--- config.mk ---
export PLATFORM = sky130hd
export DESIGN_NAME = ifu_fetch_flat
export DESIGN_NICKNAME = d
export VERILOG_FILES = /design/src/rtl/ifu_fetch_if.sv /design/src/rtl/ifu_fetch.sv /design/src/flat_wrapper.sv
export SDC_FILE = /design/constraint.sdc
export NUM_CORES = 1
export LEC_CHECK = 0
export CAP_MARGIN = 20
export CORE_MARGIN = 10
export CORE_UTILIZATION = 55
export DETAILED_ROUTE_END_ITERATION = 16
export PLACE_DENSITY = 0.81
export SYNTH_ARGS = -nofsm -noshare
export SYNTH_HDL_FRONTEND = slang
export SYNTH_SLANG_ARGS = --single-unit
--- constraint.sdc ---
create_clock -name Clk -period 2.85 [get_ports Clk]
set_input_delay 0.7125 -clock Clk [delete_from_list [all_inputs] [get_ports Clk]]
set_output_delay 0.7125 -clock Clk [all_outputs]
set_load 0.05 [all_outputs]
--- src/rtl/ifu_fetch_if.sv ---
// Fetch-unit port bundle: redirect input, instruction-memory req/ack port
// and the decode-side valid/ready port.
interface ifu_fetch_if;
    logic        Redirect;
    logic [29:0] RedirectPC;
    logic        ImReq;
    logic [29:0] ImAddr;
    logic        ImAck;
    logic [31:0] ImRdata;
    logic        InstrValid;
    logic [31:0] Instr;
    logic [29:0] InstrPC;
    logic        InstrReady;

    // Fetch unit side
    modport master (
        input  Redirect, RedirectPC, ImAck, ImRdata, InstrReady,
        output ImReq, ImAddr, InstrValid, Instr, InstrPC
    );

    // Environment side (NPC logic, instruction memory, decode)
    modport slave (
        output Redirect, RedirectPC, ImAck, ImRdata, InstrReady,
        input  ImReq, ImAddr, InstrValid, Instr, InstrPC
    );
endinterface

--- src/rtl/ifu_fetch.sv ---
// Instruction-fetch front end. Owns the word-addressed fetch PC, requests
// words from instruction memory and buffers them in a 2-entry FIFO that
// decode drains. A redirect flushes the FIFO and restarts fetch at the new PC.
// All outputs are registered; the next head of the FIFO is computed
// combinationally so a word acked in cycle N is presented in cycle N+1.
module ifu_fetch #(
    parameter logic [29:0] RESET_PC = 30'h0000_0C00,
    parameter int          DEPTH    = 2
) (
    input  logic        Clk,
    input  logic        Reset,
    ifu_fetch_if.master bus
);

    localparam logic [1:0] FULL_COUNT = 2'(DEPTH);

    typedef enum logic [0:0] {
        ST_FETCH = 1'b0,
        ST_FULL  = 1'b1
    } state_t;

    state_t      state_r;
    state_t      state_n;
    logic [29:0] pc_r;
    logic [29:0] pc_n;
    logic [1:0]  count_r;
    logic [1:0]  count_n;
    logic        rd_ptr_r;
    logic        rd_ptr_n;
    logic        wr_ptr_r;
    logic        wr_ptr_n;

    logic [31:0] mem_data_r [0:1];
    logic [29:0] mem_pc_r   [0:1];

    logic        im_req_r;
    logic        instr_valid_r;
    logic [31:0] instr_r;
    logic [29:0] instr_pc_r;

    logic        fetch_s;
    logic        pop_s;
    logic        push_s;
    logic [31:0] head_data_s;
    logic [29:0] head_pc_s;

    // Next-state computation: redirect wins over fetch, push and pop.
    always_comb begin
        fetch_s  = im_req_r & bus.ImAck;
        pop_s    = instr_valid_r & bus.InstrReady;
        push_s   = 1'b0;
        pc_n     = pc_r;
        count_n  = count_r;
        rd_ptr_n = rd_ptr_r;
        wr_ptr_n = wr_ptr_r;
        if (bus.Redirect) begin
            // Acked data in this cycle is dropped; a pop still completes.
            pc_n     = bus.RedirectPC;
            count_n  = 2'd0;
            rd_ptr_n = 1'b0;
            wr_ptr_n = 1'b0;
        end else begin
            push_s  = fetch_s;
            count_n = count_r + {1'b0, fetch_s} - {1'b0, pop_s};
            if (fetch_s) begin
                pc_n     = pc_r + 30'd1;
                wr_ptr_n = ~wr_ptr_r;
            end else begin
                pc_n     = pc_r;
                wr_ptr_n = wr_ptr_r;
            end
            if (pop_s) begin
                rd_ptr_n = ~rd_ptr_r;
            end else begin
                rd_ptr_n = rd_ptr_r;
            end
        end
    end

    // Next FIFO head: bypass the word being pushed when it lands at the head.
    always_comb begin
        head_data_s = mem_data_r[rd_ptr_n];
        head_pc_s   = mem_pc_r[rd_ptr_n];
        if (push_s && (wr_ptr_r == rd_ptr_n)) begin
            head_data_s = bus.ImRdata;
            head_pc_s   = pc_r;
        end else begin
            head_data_s = mem_data_r[rd_ptr_n];
            head_pc_s   = mem_pc_r[rd_ptr_n];
        end
    end

    // FSM state mirrors the FIFO occupancy.
    always_comb begin
        state_n = ST_FETCH;
        if (count_n == FULL_COUNT) begin
            state_n = ST_FULL;
        end else begin
            state_n = ST_FETCH;
        end
    end

    // Control FSM, fetch PC, pointers and registered outputs.
    always_ff @(posedge Clk or negedge Reset) begin
        if (!Reset) begin
            state_r       <= ST_FETCH;
            pc_r          <= RESET_PC;
            count_r       <= 2'd0;
            rd_ptr_r      <= 1'b0;
            wr_ptr_r      <= 1'b0;
            im_req_r      <= 1'b0;
            instr_valid_r <= 1'b0;
            instr_r       <= 32'd0;
            instr_pc_r    <= 30'd0;
        end else begin
            state_r  <= state_n;
            pc_r     <= pc_n;
            count_r  <= count_n;
            rd_ptr_r <= rd_ptr_n;
            wr_ptr_r <= wr_ptr_n;
            case (state_n)
                ST_FETCH: im_req_r <= 1'b1;
                ST_FULL:  im_req_r <= 1'b0;
                default:  im_req_r <= 1'b0;
            endcase
            instr_valid_r <= (count_n != 2'd0);
            if (count_n != 2'd0) begin
                instr_r    <= head_data_s;
                instr_pc_r <= head_pc_s;
            end else begin
                instr_r    <= instr_r;
                instr_pc_r <= instr_pc_r;
            end
        end
    end

    // FIFO storage written on each accepted, non-flushed fetch.
    always_ff @(posedge Clk or negedge Reset) begin
        if (!Reset) begin
            for (int i = 0; i < 2; i++) begin
                mem_data_r[i] <= 32'd0;
                mem_pc_r[i]   <= 30'd0;
            end
        end else begin
            if (push_s) begin
                mem_data_r[wr_ptr_r] <= bus.ImRdata;
                mem_pc_r[wr_ptr_r]   <= pc_r;
            end else begin
                mem_data_r[wr_ptr_r] <= mem_data_r[wr_ptr_r];
                mem_pc_r[wr_ptr_r]   <= mem_pc_r[wr_ptr_r];
            end
        end
    end

    assign bus.ImReq      = im_req_r;
    assign bus.ImAddr     = pc_r;
    assign bus.InstrValid = instr_valid_r;
    assign bus.Instr      = instr_r;
    assign bus.InstrPC    = instr_pc_r;

endmodule

--- src/flat_wrapper.sv ---
// flat-port wrapper written by rule: the top's interface ports become plain ports
module ifu_fetch_flat 
#(
    parameter logic [29:0] RESET_PC = 30'h0000_0C00,
    parameter int          DEPTH    = 2
)
  (Clk, Reset, bus_Redirect, bus_RedirectPC, bus_ImAck, bus_ImRdata, bus_InstrReady, bus_ImReq, bus_ImAddr, bus_InstrValid, bus_Instr, bus_InstrPC);
  ifu_fetch_if bus_i ();
  input  logic Clk;
  input  logic Reset;
  input wire logic [$bits(bus_i.Redirect)-1:0] bus_Redirect;
  input wire logic [$bits(bus_i.RedirectPC)-1:0] bus_RedirectPC;
  input wire logic [$bits(bus_i.ImAck)-1:0] bus_ImAck;
  input wire logic [$bits(bus_i.ImRdata)-1:0] bus_ImRdata;
  input wire logic [$bits(bus_i.InstrReady)-1:0] bus_InstrReady;
  output wire logic [$bits(bus_i.ImReq)-1:0] bus_ImReq;
  output wire logic [$bits(bus_i.ImAddr)-1:0] bus_ImAddr;
  output wire logic [$bits(bus_i.InstrValid)-1:0] bus_InstrValid;
  output wire logic [$bits(bus_i.Instr)-1:0] bus_Instr;
  output wire logic [$bits(bus_i.InstrPC)-1:0] bus_InstrPC;
  assign bus_i.Redirect = bus_Redirect;
  assign bus_i.RedirectPC = bus_RedirectPC;
  assign bus_i.ImAck = bus_ImAck;
  assign bus_i.ImRdata = bus_ImRdata;
  assign bus_i.InstrReady = bus_InstrReady;
  assign bus_ImReq = bus_i.ImReq;
  assign bus_ImAddr = bus_i.ImAddr;
  assign bus_InstrValid = bus_i.InstrValid;
  assign bus_Instr = bus_i.Instr;
  assign bus_InstrPC = bus_i.InstrPC;
  ifu_fetch #(.RESET_PC(RESET_PC), .DEPTH(DEPTH)) u_core (.Clk(Clk), .Reset(Reset), .bus(bus_i));
endmodule
==> flow_summary.ini <==
[flow_run]
maxCapViolations = 0

[synthesis]
ys.flop_type = dfrtp_1
synth_cell_types = 48
synth_area_per_cell_um2 = 10.79
synthCells = 998
ys_seq_area_frac = 0.5163
yosysTopAreaCellShare = 0.5114
synth_edf_count = 0
postSynth.asyncResetShare = 1.000
synth_area_um2 = 10770
synth_top_cells_by_count = dfrtp_1 (220), mux2_2 (120), nand2_1 (82)
synth_top_cell_by_area = dfrtp_1
synth_nets = 1068
synthTopCellsByArea = dfrtp_1 (51%), mux2_2 (13%), o31ai_1 (5.2%)
yosysMostFrequentCell = dfrtp_1
ys_ff_latch = 222
yosysWarnings = 0

[timing]
max-slew-margin-rel = 0.4602
rsz0062_at_grt = no
worstMarginPinSlew_ns = 0.8097
hold_viol = 0
fin_tns_setup_ns = 0
period_needed_ns = 2.707
max_freq_ghz = 0.3694
skew_ns = 0.01328
slew_violations = 0
setup_slack_ns = 0.1426
setup_viol = 0
period_share = 0.9500

[route]
wl_per_cell_um = 21.43
ant_nets = 0
firstDrtPassIters = 5
wirelength_um = 29980
routed_via_density = 6.259
first_iter_violations = 852
vias = 8757
route.detailed.drc = 0

[cells_and_area]
final_util = 0.6996
n_fill_cell = 1374
drive_gt1_frac = 0.1825
area_growth_pct = 25.65
n_antenna_cell = 0
seqCellArea_um2 = 5558
multi_input_area_um2 = 4576
fin_nets = 1192

[power]
peakVddDrop_mv = 0.7164
p_total_uw = 15810
p_per_area_nw_per_um2 = 1169
total_leakage_power_uw = 0.005571

[clock_network]
htree_levels = 1
cts_resized = 0
path_clk_slew_ns = 0.06
cts_tree = built
post_cts_buffers = 0
cts_buffers = 24
cts.path.max_buffers = 3
worstSkewPairLatency_ns = 0.52
cts-root-buf = clkbuf_16
hold_buffers = 0
cts.sinks = 222

[setup_path]
end_kind = output pin
cp.arrival_ns = 1.99
crit_family = buffers and inverters
worstRegToRegCells = 4
ff2ff_setup_slack_ns = 0.47
rr_endpoint = u_core.bus.ImAddr[29]
cp_slowest_stage_delay_ns = 0.90
worstSetupStartpointType = flop
timing.rr.start = u_core.bus.ImAddr[16]
slowest_stage = clkdlybuf4s50_1
critPathRequiredTime_ns = 2.14
path_class = flop to output pin
cp_cell_sequence = clkdlybuf4s50_1
path_buf_inv = 1
path_max_fanout = 10

[grt]
grt_use_met3 = 0.05141
grt_util_met2 = 0.3679
grt.busiest_layer = met2
grt_max_degree = 69
grt_use_total = 0.2272
grt.met1_usage = 0.3032
antenna_found_initial = 1
grt_pass1_wl_um = 48700
gr-total-overflow = 0
first_global_vias = 8908

[place]
port_buffers = 160
post-dp-hpwl_um = 18740
place_ws_ns = -0.03800
gp_congestion = 0.8519

[die]
die_x_um = 159.9
die_h_um = 159.9
pin_count = 161
dieArea_um2 = 25570
coreArea_um2 = 19330
rows = 51
start_util = 0.5568

[min_path]
hp-class = input pin to asynchronous set/reset pin

[outcome]
status = complete, no violations
## logic make-up after synthesis
family                     count (synthesis)  share of synthesized area
muxes                                    126                     0.1311
buffers and inverters                    172                    0.06334
DFF                                      222                     0.5163
AOI/OAI and AO/OA                        235                     0.1660
adders and majority gates                  3                   0.003487
xor gates and xnor gates                  17                    0.01790
and+or+nand+nor                          223                     0.1019
## where the power goes
part           internal, uW  total, uW  switching, uW  leakage (uW)
Combinational          2940       7420           4480       0.00257
Sequential             4580       5490            906       0.00265
Clock                  1710       2910           1190      0.000357
## state kept, by name (all words and copies together) (netlist names)
register,count
u_core.bus.ImAddr,30
u_core.bus.ImReq,1
u_core.bus.Instr,32
u_core.bus.InstrPC,30
u_core.bus.InstrValid,1
u_core.count_r,2
u_core.mem_data_r,64
u_core.mem_pc_r,60
u_core.rd_ptr_r,1
u_core.wr_ptr_r,1
## cell type report
| class | count | share of cell area |
|---|---|---|
| Clock buffer | 34 | 0.05245 |
| Clock inverter | 4 | 0.001850 |
| Inverter | 74 | 0.02053 |
| Multi-Input combinational cell | 604 | 0.3383 |
| Sequential cell | 222 | 0.4109 |
| Tap cell | 265 | 0.02451 |
| Timing Repair Buffer | 196 | 0.1515 |
## layout by cell type, fill, tap and decap left out, types with 2 or more instances in the layout
cell type and instances:
o21ai_0 15, nor4_1 3, xnor2_1 7, mux2i_1 6, xor2_1 7, nand3_1 12, a31oi_1 14, nor3_1 65
o31ai_1 74, clkbuf_16 25, and2_1 2, nor2_1 17, clkbuf_8 5, or4_1 13, clkinvlp_4 2, nand2_1 81
nand4_1 8, buf_12 14, inv_1 73, dfrtp_1 220, mux2_2 120, a211oi_1 62, and4_1 3, dfstp_2 2
buf_4 23, nor2_4 2, clkbuf_1 4, or3_1 6, nand2b_1 2, ha_1 3, clkinv_2 2, clkdlybuf4s50_1 158
a221oi_1 62
## through the flow
step	hold slack [ns]	cell area (um^2)	instances
5_1_grt	0.1775	13530	1399
2_1_floorplan	0.4169	10770	998
6_report	0.1418	13530	1399
4_1_cts	0.1615	13530	1399
3_3_place_gp	0.4605	12790	1361
3_5_place_dp	0.4650	12790	1361
## how the worst max path moves through the flow
| stage | from | end | slack [ns] | depth (start not counted) |
|---|---|---|---|---|
| floorplan | bus_InstrReady | u_core.bus.InstrPC[0] | 0.17 | 10 |
| CTS | u_core.bus.ImAddr[19] | bus_ImAddr[19] | 0.12 | 1 |
| finish | u_core.bus.ImAddr[2] | bus_ImAddr[2] | 0.14 | 1 |
| global placement | bus_InstrReady | u_core.bus.Instr[13] | 0.03 | 9 |
| global route | u_core.bus.ImAddr[2] | bus_ImAddr[2] | 0.11 | 1 |
| detailed placement | bus_InstrReady | u_core.bus.Instr[10] | -0.04 | 10 |
## metal layers
metal  up-vias  share of wire
met1      4380           0.42
li1       3935              -
met5         -        0.00043
met2       398           0.48
met4         2          0.016
met3        42          0.080
(Power assumes the default switching activity.)
==> RTL change, RTL diff (same flow settings) <==
Reset style: synchronous (`Reset`), changed in 2 clocked blocks.
--- a/src/rtl/ifu_fetch.sv
+++ b/src/rtl/ifu_fetch.sv
@@ -102,5 +102,5 @@
 
     // Control FSM, fetch PC, pointers and registered outputs.
-    always_ff @(posedge Clk or negedge Reset) begin
+    always_ff @(posedge Clk) begin
         if (!Reset) begin
             state_r       <= ST_FETCH;
@@ -136,5 +136,5 @@
 
     // FIFO storage written on each accepted, non-flushed fetch.
-    always_ff @(posedge Clk or negedge Reset) begin
+    always_ff @(posedge Clk) begin
         if (!Reset) begin
             for (int i = 0; i < 2; i++) begin
Check against the original RTL: differs if Reset is asserted again (counterexample within 4 cycles, from zero or initial values and one cycle with Reset low); with Reset held inactive, the same outputs for 4 cycles.
==> RTL change against the original RTL <==
- via count shrank 8.5%
- sequential share of layout area grew 3.4 points
- synthesized area shrank 7.2%
- sequential cell count is the same
- worst setup slack lost 0.037 ns
- clock skew shrank 0.00077 ns
- design area shrank 5.4%
- routed wire length shrank 10%
- count of clock-buffer cells in the layout shrank 2
- largest cell class unchanged
Power is not compared: it rests on default switching activity, and its combinational part moved more than twofold at a synthesized area within 25%.
==> RTL change: results (changes against the original RTL) <==
{| class="wikitable"
! Metric !! Value
|-
| Launching element of the worst setup path || u_core.bus.ImAddr[2]
|-
| Per-cell via count in the routed design || 5.91 (-5.6%)
|-
| Post-synth top flop || sky130_fd_sc_hd__edfxtp_1
|-
| Post-Place Cells || 1,316 (-3.3%)
|-
| Latest clock arrival within the worst-skew pair || 0.51 ns
|-
| Worst slew slack as a fraction of its limit || 54.5% (+8.5 points)
|-
| Type of the worst min-delay path || register to register
|-
| Final routed wirelength across all metal layers || 26,900 µm (-10%)
|-
| Reg clk slew, reported paths || 0.06 ns (about the same)
|-
| Average wire per standard cell || 19.8 µm (-7.5%)
|-
| Hpwl dp || 17,300 µm (-7.6%)
|-
| Design area || 12,800 µm² (-5.4%)
|-
| First-pass GRT wire length || 42,600 µm (-13%)
|-
| Share of synthesized flip-flops with an asynchronous set or reset || 0% (-100 points)
|-
| # nets final || 1,181 (-0.92%)
|-
| Global-route total usage across every layer || 21.6% (-1.2 points)
|-
| Sequential cell area fraction in the yosys report || 56.9% (+5.3 points)
|-
| Startpoint of the worst-slack reg-to-reg timing path || u_core.bus.InstrValid
|-
| Maximum net fanout on the critical path || 12 (+2)
|-
| Synthesized netlist cell count || 971 (-2.7%)
|-
| Result of the run || finished, final reports clean
|-
| Number of antenna violations at the first check in global routing || 0 (-1)
|-
| Reg-to-Reg End || u_core.bus.Instr[9]
|-
| Number of inserted filler cells in the final layout || 1,290 (-6.1%)
|-
| Net count of the mapped netlist || 1,041 (-2.5%)
|-
| Clock buffers created by TritonCTS || 22 (-8.3%)
|-
| Worst setup skew after layout || 0.0125 ns (-0.000766 ns)
|-
| GPL Wtd Cong || 0.843 (-1.0%)
|-
| Flop2flop setup slack || 0.57 ns (+0.10 ns)
|-
| Number of DRC markers after the initial detailed-route iteration || 682 (-20%)
|-
| Number of unique standard cell types used by synthesis || 44 (-8.3%)
|-
| Data arrival time of the critical path || 2.03 ns (+0.04 ns)
|-
| Layout cell share with drive strength beyond 1 || 8.34% (-9.9 points)
|-
| Reg2reg path depth || 10 (+6)
|}
-- RTL change: area by class of cell --
class / count / area share [%]
multi-input cells: 658 / 31.1
clock buffers: 32 / 5.16
clock inverters: 8 / 0.479
repair buffers: 203 / 16.4
well taps: 229 / 2.24
flip-flops and latches: 222 / 44.5
inverters: 4 / 0.117
-- RTL change: report_power, final --
part           switching, mW  internal (mW)  total (mW)  leakage, nW
logic                  0.670          0.420        1.09         2.49
registers              0.128           3.54        3.67         2.09
clock network           1.16           1.69        2.85        0.359
total                   1.96           5.65        7.61         4.94
-- RTL change: through the flow --
| step | hold WS [ns] | worst slack (ns) | total power [mW] |
|---|---|---|---|
| finish | 0.464 | 0.105 | 7.61 |
| global route | 0.476 | 0.0588 | 7.86 |
| CTS | 0.467 | 0.120 | 7.65 |
| detailed placement | 0.454 | -0.222 | 4.82 |
| global placement | 0.448 | -0.161 | 4.80 |
| floorplan | 0.578 | 0.0100 | 4.34 |
-- RTL change: layer usage --
metal / routed length [µm] / share of wire (%) / track usage (%) / vias to the layer above
met5: 0 / 0 / 0 / -
met4: 582 / 2.2 / 6.93 / 0
met3: 2520 / 9.4 / 5.19 / 50
met2: 12600 / 47 / 33.8 / 362
met1: 11200 / 42 / 28.8 / 3844
li1: - / - / - / 3758
-- RTL change: cells by family after synthesis --
logic type               count (synthesis)  share of synthesized area, %
AND/OR/NAND/NOR                        476                          24.8
buffers and inverters                   91                          3.62
XOR/XNOR                                32                          2.81
AO/OA/AOI/OAI                          141                          10.7
multiplexers                             6                         0.777
flip-flops                             222                          56.9
adder cells (fa/ha/maj)                  3                         0.376
